### config.mk
export PLATFORM = sky130hd
export DESIGN_NAME = instr_sequencer
export DESIGN_NICKNAME = d
export VERILOG_FILES = /design/src/rtl/isa_pkg.sv /design/src/rtl/instr_decode.sv /design/src/rtl/instr_sequencer.sv
export SDC_FILE = /design/constraint.sdc
export NUM_CORES = 1
export LEC_CHECK = 0
export ABC_CLOCK_PERIOD_IN_PS = 1500
export BUFFER_PORTS_ARGS = -buffer_cell sky130_fd_sc_hd__buf_2
export CORE_MARGIN = 2
export CORE_UTILIZATION = 33
export DETAILED_ROUTE_END_ITERATION = 7
export PLACE_DENSITY = 0.77
export SLEW_MARGIN = 20
export SYNTH_ARGS = -nofsm -noshare
export SYNTH_HDL_FRONTEND = slang
export SYNTH_SLANG_ARGS = --single-unit
### constraint.sdc
create_clock -name clk_pi -period 1.5 [get_ports clk_pi]
set_clock_uncertainty 0.1 [all_clocks]
set_input_delay 0.15 -clock clk_pi [delete_from_list [all_inputs] [get_ports clk_pi]]
set_output_delay 0.15 -clock clk_pi [all_outputs]
set_load 0.05 [all_outputs]
### src/rtl/isa_pkg.sv
// Shared ISA definitions for the 16-bit processor: opcodes, instruction field
// positions, sequencer states and the writeback classifier.
package isa_pkg;

    localparam logic [3:0] OP_NOP   = 4'h0;
    localparam logic [3:0] OP_ADD   = 4'h1;
    localparam logic [3:0] OP_ADDC  = 4'h2;
    localparam logic [3:0] OP_SUB   = 4'h3;
    localparam logic [3:0] OP_SUBB  = 4'h4;
    localparam logic [3:0] OP_AND   = 4'h5;
    localparam logic [3:0] OP_OR    = 4'h6;
    localparam logic [3:0] OP_XOR   = 4'h7;
    localparam logic [3:0] OP_NOT   = 4'h8;
    localparam logic [3:0] OP_SHL   = 4'h9;
    localparam logic [3:0] OP_SHR   = 4'hA;
    localparam logic [3:0] OP_MOVIL = 4'hB;
    localparam logic [3:0] OP_MOVIH = 4'hC;
    localparam logic [3:0] OP_LOAD  = 4'hD;
    localparam logic [3:0] OP_STORE = 4'hE;
    localparam logic [3:0] OP_HALT  = 4'hF;

    localparam int OP_MSB  = 15;
    localparam int OP_LSB  = 12;
    localparam int RD_MSB  = 11;
    localparam int RD_LSB  = 9;
    localparam int RS_MSB  = 8;
    localparam int RS_LSB  = 6;
    localparam int RT_MSB  = 5;
    localparam int RT_LSB  = 3;
    localparam int IMM_MSB = 7;
    localparam int IMM_LSB = 0;

    typedef enum logic [2:0] {
        IDLE    = 3'd0,
        FETCH   = 3'd1,
        DECODE  = 3'd2,
        EXEC    = 3'd3,
        MEM     = 3'd4,
        HALT_ST = 3'd5,
        HALTED  = 3'd6
    } seq_state_t;

    // Every opcode from ADD through LOAD writes rd; NOP, STORE and HALT do not.
    function automatic logic is_writeback(input logic [3:0] op);
        return (op >= OP_ADD) && (op <= OP_LOAD);
    endfunction

endpackage

### src/rtl/instr_decode.sv
// Combinational instruction decoder: splits IR into register selects and
// immediate, and classifies the opcode for writeback, memory and flag steering.
module instr_decode
    import isa_pkg::*;
(
    input  logic [15:0] i_ir,
    output logic [3:0]  o_op,
    output logic [2:0]  o_rd,
    output logic [2:0]  o_rs,
    output logic [2:0]  o_rt,
    output logic [7:0]  o_imm,
    output logic        o_movil,
    output logic        o_movih,
    output logic        o_writeback,
    output logic        o_load,
    output logic        o_store,
    output logic        o_mem,
    output logic        o_halt,
    output logic        o_carry_alu,
    output logic        o_borrow_alu
);

    logic [3:0] w_op;

    assign w_op  = i_ir[OP_MSB:OP_LSB];
    assign o_op  = w_op;
    assign o_rd  = i_ir[RD_MSB:RD_LSB];
    assign o_rs  = i_ir[RS_MSB:RS_LSB];
    assign o_rt  = i_ir[RT_MSB:RT_LSB];
    assign o_imm = i_ir[IMM_MSB:IMM_LSB];

    assign o_movil     = (w_op == OP_MOVIL);
    assign o_movih     = (w_op == OP_MOVIH);
    assign o_writeback = is_writeback(w_op);
    assign o_load      = (w_op == OP_LOAD);
    assign o_store     = (w_op == OP_STORE);
    assign o_mem       = (w_op == OP_LOAD) || (w_op == OP_STORE);
    assign o_halt      = (w_op == OP_HALT);

    // Only the arithmetic ops take their flags from the ALU; the rest hold them.
    assign o_carry_alu  = (w_op == OP_ADD) || (w_op == OP_ADDC);
    assign o_borrow_alu = (w_op == OP_SUB) || (w_op == OP_SUBB);

endmodule

### src/rtl/instr_sequencer.sv
// Multi-cycle fetch/decode/execute controller; owns the PC and IR and drives
// the register-file write side, the ALU function and the data-memory handshake.
module instr_sequencer
    import isa_pkg::*;
#(
    parameter int                  PC_WIDTH = 8,
    parameter logic [PC_WIDTH-1:0] RESET_PC = '0
) (
    input  logic                clk_pi,
    input  logic                reset_n_pi,
    input  logic                start_pi,
    output logic                instr_req_po,
    output logic [PC_WIDTH-1:0] instr_addr_po,
    input  logic                instr_valid_pi,
    input  logic [15:0]         instr_pi,
    output logic [2:0]          source_reg1_po,
    output logic [2:0]          source_reg2_po,
    output logic [2:0]          destination_reg_po,
    input  logic [15:0]         reg1_data_pi,
    input  logic [15:0]         regD_data_pi,
    output logic [3:0]          alu_func_po,
    input  logic [15:0]         alu_result_pi,
    input  logic                alu_carry_pi,
    input  logic                alu_borrow_pi,
    input  logic                current_carry_pi,
    input  logic                current_borrow_pi,
    output logic                rf_clk_en_po,
    output logic                wr_destination_reg_po,
    output logic [15:0]         dest_result_data_po,
    output logic                movi_lower_po,
    output logic                movi_higher_po,
    output logic [7:0]          immediate_po,
    output logic                new_carry_po,
    output logic                new_borrow_po,
    output logic                mem_req_po,
    output logic                mem_we_po,
    output logic [15:0]         mem_addr_po,
    output logic [15:0]         mem_wdata_po,
    input  logic                mem_ack_pi,
    input  logic [15:0]         mem_rdata_pi,
    output logic                halted_po
);

    seq_state_t          r_state;
    seq_state_t          w_state_nxt;
    logic [PC_WIDTH-1:0] r_pc;
    logic [15:0]         r_ir;

    logic [3:0] w_op;
    logic [2:0] w_rd;
    logic [2:0] w_rs;
    logic [2:0] w_rt;
    logic [7:0] w_imm;
    logic       w_movil;
    logic       w_movih;
    logic       w_writeback;
    logic       w_load;
    logic       w_store;
    logic       w_mem;
    logic       w_halt;
    logic       w_carry_alu;
    logic       w_borrow_alu;
    logic       w_accept;
    logic       w_retire;

    instr_decode u_decode (
        .i_ir         (r_ir),
        .o_op         (w_op),
        .o_rd         (w_rd),
        .o_rs         (w_rs),
        .o_rt         (w_rt),
        .o_imm        (w_imm),
        .o_movil      (w_movil),
        .o_movih      (w_movih),
        .o_writeback  (w_writeback),
        .o_load       (w_load),
        .o_store      (w_store),
        .o_mem        (w_mem),
        .o_halt       (w_halt),
        .o_carry_alu  (w_carry_alu),
        .o_borrow_alu (w_borrow_alu)
    );

    assign w_accept = (r_state == FETCH) && instr_valid_pi;
    assign w_retire = (r_state == EXEC) || (r_state == HALT_ST)
                   || ((r_state == MEM) && mem_ack_pi);

    always_comb begin
        w_state_nxt = r_state;
        case (r_state)
            IDLE:    if (start_pi) w_state_nxt = FETCH;
            FETCH:   if (instr_valid_pi) w_state_nxt = DECODE;
            DECODE: begin
                if (w_mem)       w_state_nxt = MEM;
                else if (w_halt) w_state_nxt = HALT_ST;
                else             w_state_nxt = EXEC;
            end
            EXEC:    w_state_nxt = FETCH;
            MEM:     if (mem_ack_pi) w_state_nxt = FETCH;
            HALT_ST: w_state_nxt = HALTED;
            HALTED:  w_state_nxt = HALTED;
            default: w_state_nxt = IDLE;
        endcase
    end

    always_ff @(posedge clk_pi or negedge reset_n_pi) begin
        if (!reset_n_pi) begin
            r_state <= IDLE;
            r_pc    <= RESET_PC;
            r_ir    <= '0;
        end else begin
            r_state <= w_state_nxt;
            if (w_accept) begin
                r_ir <= instr_pi;
                r_pc <= r_pc + PC_WIDTH'(1);
            end
        end
    end

    assign instr_req_po       = (r_state == FETCH);
    assign instr_addr_po      = r_pc;
    assign source_reg1_po     = w_rs;
    assign source_reg2_po     = w_rt;
    assign destination_reg_po = w_rd;
    assign alu_func_po        = w_op;
    assign immediate_po       = w_imm;

    // Every register-file side effect is qualified by the single retire pulse.
    assign rf_clk_en_po          = w_retire;
    assign wr_destination_reg_po = w_retire && w_writeback;
    assign movi_lower_po         = w_retire && w_movil;
    assign movi_higher_po        = w_retire && w_movih;
    assign dest_result_data_po   = w_load ? mem_rdata_pi : alu_result_pi;
    assign new_carry_po          = w_carry_alu  ? alu_carry_pi  : current_carry_pi;
    assign new_borrow_po         = w_borrow_alu ? alu_borrow_pi : current_borrow_pi;

    assign mem_req_po   = (r_state == MEM);
    assign mem_we_po    = (r_state == MEM) && w_store;
    assign mem_addr_po  = reg1_data_pi;
    assign mem_wdata_po = regD_data_pi;

    assign halted_po = (r_state == HALTED);

endmodule

## Yosys cells after proc, flatten, opt, wreduce, memory -nomap -nowiden

Cells that the tools add are included.

- Logic and storage cells: 48
- Bits in registers: 27
- Output and inout bits: 87
- Input port bits: 89

- Reductions and logical operators: 15
- Equal/unequal tests: 18
- Magnitude comparators: 2
- Add/subtract/negate cells: 1
- Multiplexer cells: 9

Operators with widths:

| kind | number |
|---|---|
| $eq A4 B4 Y1 const B | 5 |
| $pmux W3 S6 | 1 |
| $mux W16 | 1 |
| $mux W3 | 5 |
| $eq A3 B3 Y1 const B | 3 |
| $add A8 B1 Y8 const B | 1 |
| $eq A4 B2 Y1 const B | 2 |
| $logic_and A1 B1 Y1 | 7 |
| $eq A3 B2 Y1 const B | 2 |
| $logic_or A1 B1 Y1 | 5 |
| $eq A4 B1 Y1 const B | 1 |
| $eq A4 B3 Y1 const B | 1 |
| $ge A4 B1 Y1 const B | 1 |
| $le A4 B4 Y1 const B | 1 |
| $ne A2 B1 Y1 const B | 2 |
| $eq A3 B1 Y1 const B | 1 |
| $logic_not A3 Y1 | 1 |
| $reduce_and A3 Y1 | 1 |
| $mux W1 | 2 |
| $ne A2 B2 Y1 const B | 1 |
| $reduce_or A2 Y1 | 1 |

## Longest topological paths before layout

- Depth after elaboration: 4
- Gate-level depth with buffers: 6
- Mapped depth without buffers: 3

## Cells and area by module

From an unflattened synthesis, not the netlist that was laid out.

- Cells, all modules: 181
- Area total of the unflattened synthesis: 1913.1 µm²

Modules (own cells, without submodules):

| module | area each (µm²) | times used | cells each | seq. area each (µm²) |
|---|---|---|---|---|
| instr_sequencer | 1657.8 | 1 | 145 | 675.6 |
| instr_decode | 255.2 | 1 | 36 | 0.0 |

## Least setup slack after synthesis

OpenSTA, ideal clock, no wires.

- Kind: flip-flop to output port
- Start point: register r_state[2]
- End point: output mem_we_po
- Path slack: -2.094 ns
- Arrival: 3.344 ns
- Buffers on the path: 1
- Data required time: 1.250 ns
- Cell stages (with the launch flop): 5
- Cell sequence: dfrtp_1 buf_2 inv_1 nor3_1 nor4bb_1

- Word-level cells in the longest chain between the ends: 2

Ends and longest elaborated chain:

| element | RTL line | RTL |
|---|---|---|
| start: declaration | instr_sequencer.sv:44 | `seq_state_t r_state;` |
| start signal: assignment | instr_sequencer.sv:112 | `r_state <= w_state_nxt;` |
| $eq A3 B3 Y1 | - |  |
| net mem_req_po | instr_sequencer.sv:35 | `output logic mem_req_po,` |
| $logic_and A1 B1 Y1 | instr_sequencer.sv:138 | `assign mem_we_po = (r_state == MEM) && w_store;` |
| end: declaration | instr_sequencer.sv:36 | `output logic mem_we_po,` |

The timed path passes the listed nets, and every way through them passes these cells.

## Worst setup path in the final report

- Start point: register r_ir[13]
- End point: output new_borrow_po

- Word-level cells in the longest chain between the ends: 3
- Elaborated cells on any way between the ends: 4
- Classes of those cells: eq/ne (2); mux (1); reduce/logical (1)

Ends and longest elaborated chain:

| element | RTL line | RTL |
|---|---|---|
| start: declaration | instr_sequencer.sv:47 | `logic [15:0] r_ir;` |
| start signal: assignment | instr_sequencer.sv:114 | `r_ir <= instr_pi;` |
| $eq A4 B2 Y1 / $eq A4 B3 Y1 (equally long branches) | instr_decode.sv:42 | `assign o_borrow_alu = (w_op == OP_SUB) \|\| (w_op == OP_SUBB);` |
| $logic_or A1 B1 Y1 (*) | instr_decode.sv:42 |  |
| $mux W1 (*) | instr_sequencer.sv:135 | `assign new_borrow_po = w_borrow_alu ? alu_borrow_pi : current_borrow_pi;` |
| end: declaration | instr_sequencer.sv:34 | `output logic new_borrow_po,` |

Mark *: on every way between the ends. The rest lies on a longest branch, timed or not.

==> impl_metrics.tcl <==
set metrics [dict create \
    status "complete, but fails checks" \
    violations "negative hold slack, negative setup slack" \
    clk_pin_slew_ns 0.10 \
    critPathRequiredTime_ns 1.25 \
    clkPwrFrac_pct 5.9 \
    cts-root-buf "clkbuf_8" \
    synth.top_cell.area_share_pct 37.2 \
    drc_errors 0 \
    fin_nets 385 \
    power_frac_comb_pct 74.1 \
    cp_cell_sequence "or2_4 > a211oi_2 > mux2_4 > buf_6" \
    cap_violations 0 \
    synth_mux_area_share_pct 18.6 \
    grt_usage_pct 18.1 \
    yosysWarnings 0 \
    synthXorXnorAreaFrac_pct 4.75 \
    synth_edf_count 0 \
    grt-ovfl-total 0 \
    sequentialPowerShare_pct 19.9 \
    rsz0062_at_grt "yes" \
    cellInternalPower_uw 3420 \
    cts.sinks 27 \
    synth.avg_cell_area_um2 10.5 \
    synthAdderAreaFrac_pct 0.688 \
    fp-row-count 27 \
    syn_area_um2 1820 \
    worstMarginPinSlew_ns 0.601 \
    crit_path_start_kind "register" \
    cts_buffer_depth 2 \
    vias 1744 \
    wl_per_cell_um 16.1 \
    yosysUniqueCellTypes 35 \
    area_growth_pct 82.7 \
    synth_top_family_by_area "buffers and inverters" \
    cp_num_buf_inv 1 \
    fillers 402 \
    async_flop_share_pct 100 \
    syn_inst 173 \
    period_needed_ns 1.93 \
    hold_ws_ns -0.000260 \
    critPathMaxFanout 4 \
    setup-violations-final 48 \
    yosys.area.top_type "dfrtp_1" \
    multi_input_area_um2 1150 \
    die_area_um2 6120 \
    syn_nets 263 \
    fmax_ghz 0.519 \
    seq_area_frac_synth_pct 37.2 \
    regArea_um2 683 \
    power_density_nw_per_um2 2120 \
    die_h_um 78.2 \
    die_x_um 78.2 \
    synth_compound_area_share_pct 3.85 \
    drtAntennaViolNets 0 \
    p_leak_uw 0.00173 \
    p_switching_uw 3630 \
    ys_ff_latch 27 \
    synth_simple_gate_area_share_pct 14.9 \
    final_max_slew_viol_count 0 \
    min_period_over_period_pct 128 \
    drt_iter0_drc 61 \
    hold_viol 1 \
    grt_pass1_wl_mm 8.73 \
    n_antenna_cell 0 \
    place_ws_ns -0.173 \
    slew_headroom_pct 59.9 \
    crit_path_max_incr_delay_ns 0.45 \
    dominantRegCellSynth "dfrtp_1" \
    hp-class "primary input to register" \
    first_global_vias 1741 \
    cts_tree "built" \
    peakVddDrop_mv 1.79 \
    cp_data_arrival_time_ns 1.68 \
    hpwl_mm 3.63 \
    p_sw_share_pct 51.5 \
    setup_slack_ns -0.425 \
    first_pass_iters 4 \
    core-area_um2 5410 \
    wl_mm 5.88 \
    ios 176 \
    h-tree-depth 1 \
    critical_path_class "register to output port" \
    numCtsBuffers 3 \
    endpoint_kind "output port" \
    initial_utilization_pct 33.6 \
    gp_congestion 0.847 \
    clock_latency_ns 0.27 \
    drive_gt1_share_pct 77.2 \
    grt_max_degree 28 \
    synthTopCellsByArea "dfrtp_1, mux2_2, buf_4" \
    crit_slowest_cell "dfrtp_2" \
    critical-path-top-delay-family "flip-flops" \
    detail_route.vias_per_cell 4.77 \
    portBuffers 111 \
    antenna_found_initial 0 \
]
[cells in the final DEF (no fill, tap or decap), types with 4 or more instances in the layout]
cell type,count
buf_2,85
buf_6,39
mux2_4,30
dfrtp_1,21
buf_4,16
dlygate4sd3_1,14
nand2_1,13
dfrtp_2,6
buf_12,5
nor3_4,4
xnor2_1,4
buf_8,4
[state kept, by name (all words and copies together) (netlist names)]
register,count
r_state,3
r_ir,16
instr_addr_po,8
[worst paths after layout]
check,startpoint,endpoint,slack [ns],cells past startpoint
max,r_ir[13],new_borrow_po,-0.43,4
min,instr_pi[7],r_ir[7],-0.0003,2
max reg2reg,r_state[2],r_ir[11],-0.30,6
min reg2reg,instr_addr_po[7],instr_addr_po[7],0.37,1
max in group asynchronous,reset_n_pi,r_ir[12],0.56,2
min in group asynchronous,reset_n_pi,r_ir[4],0.31,2
[worst reg2reg max path: cells and delay by family (launching register included)]
kind,cells,cell delay (ns)
simple gates,1,0.28
mux,1,0.30
buf+inv,4,0.54
flops,1,0.46
[through the flow]
stage	cells	area [um^2]	power (uW)	util, %	TNS, ns
3_5_place_dp	326	2510	5430	46.5	-2.80
3_3_place_gp	326	2510	5370	46.5	-2.26
6_report	366	3320	7060	61.5	-11.55
2_1_floorplan	173	2060	4780	-	-5.49
4_1_cts	357	3150	6800	58.3	-10.82
5_1_grt	366	3320	7400	61.5	-14.21
[area by class of cell]
cell class / instances / share of cell area [%]
clock buffers: 3 / 1.24
clock inverters: 1 / 0.151
inverters: 3 / 0.414
multi-input cells: 95 / 34.7
flip-flops and latches: 27 / 20.6
well taps: 72 / 2.71
repair buffers: 165 / 40.3
[power groups by stage]
stage / combinational, uW / sequential (uW) / clock, uW
global placement: 3990 / 1380 / 0
finish: 5230 / 1410 / 419
floorplan: 2460 / 2320 / 0
CTS: 4970 / 1400 / 427
detailed placement: 4040 / 1380 / 0
global route: 5460 / 1470 / 477
[routing by layer]
metal | GRT usage [%] | vias to the layer above | wire length, um
met1 | 18.2 | 821 | 1910
met2 | 33.4 | 118 | 3250
met3 | 5.98 | 13 | 585
li1 | - | 792 | -
met5 | 0 | - | 0
met4 | 8.95 | 0 | 133
[Yosys cell counts, types with 2 or more instances]
| master | count |
|---|---|
| buf_4 | 38 |
| dfrtp_1 | 27 |
| mux2_2 | 27 |
| nand2_1 | 18 |
| xnor2_1 | 7 |
| buf_2 | 6 |
| nor3_1 | 5 |
| nor2_1 | 4 |
| a21oi_1 | 3 |
| and3_1 | 3 |
| buf_6 | 3 |
| inv_1 | 3 |
| mux2_1 | 3 |
| nand4_1 | 3 |
| nand2b_1 | 2 |
| nor4bb_1 | 2 |
[what timing repair did]
| item | CTS | global route |
|---|---|---|
| pin swaps | 12 | 15 |
| buffers inserted | 15 | 8 |
| endpoints found under the setup margin | 44 | 53 |
| endpoints found under the hold margin | 36 | 4 |
| cloned | 2 | 1 |
| gates resized for setup | 89 | 23 |
| hold buffers | 10 | 4 |
[logic make-up after synthesis]
group	Yosys count
DFF	27
AOI/OAI and AO/OA	10
xor gates and xnor gates	9
and+or+nand+nor	45
muxes	30
adders and majority gates	1
buffers and inverters	51
Power figures use the tool's default switching activity.
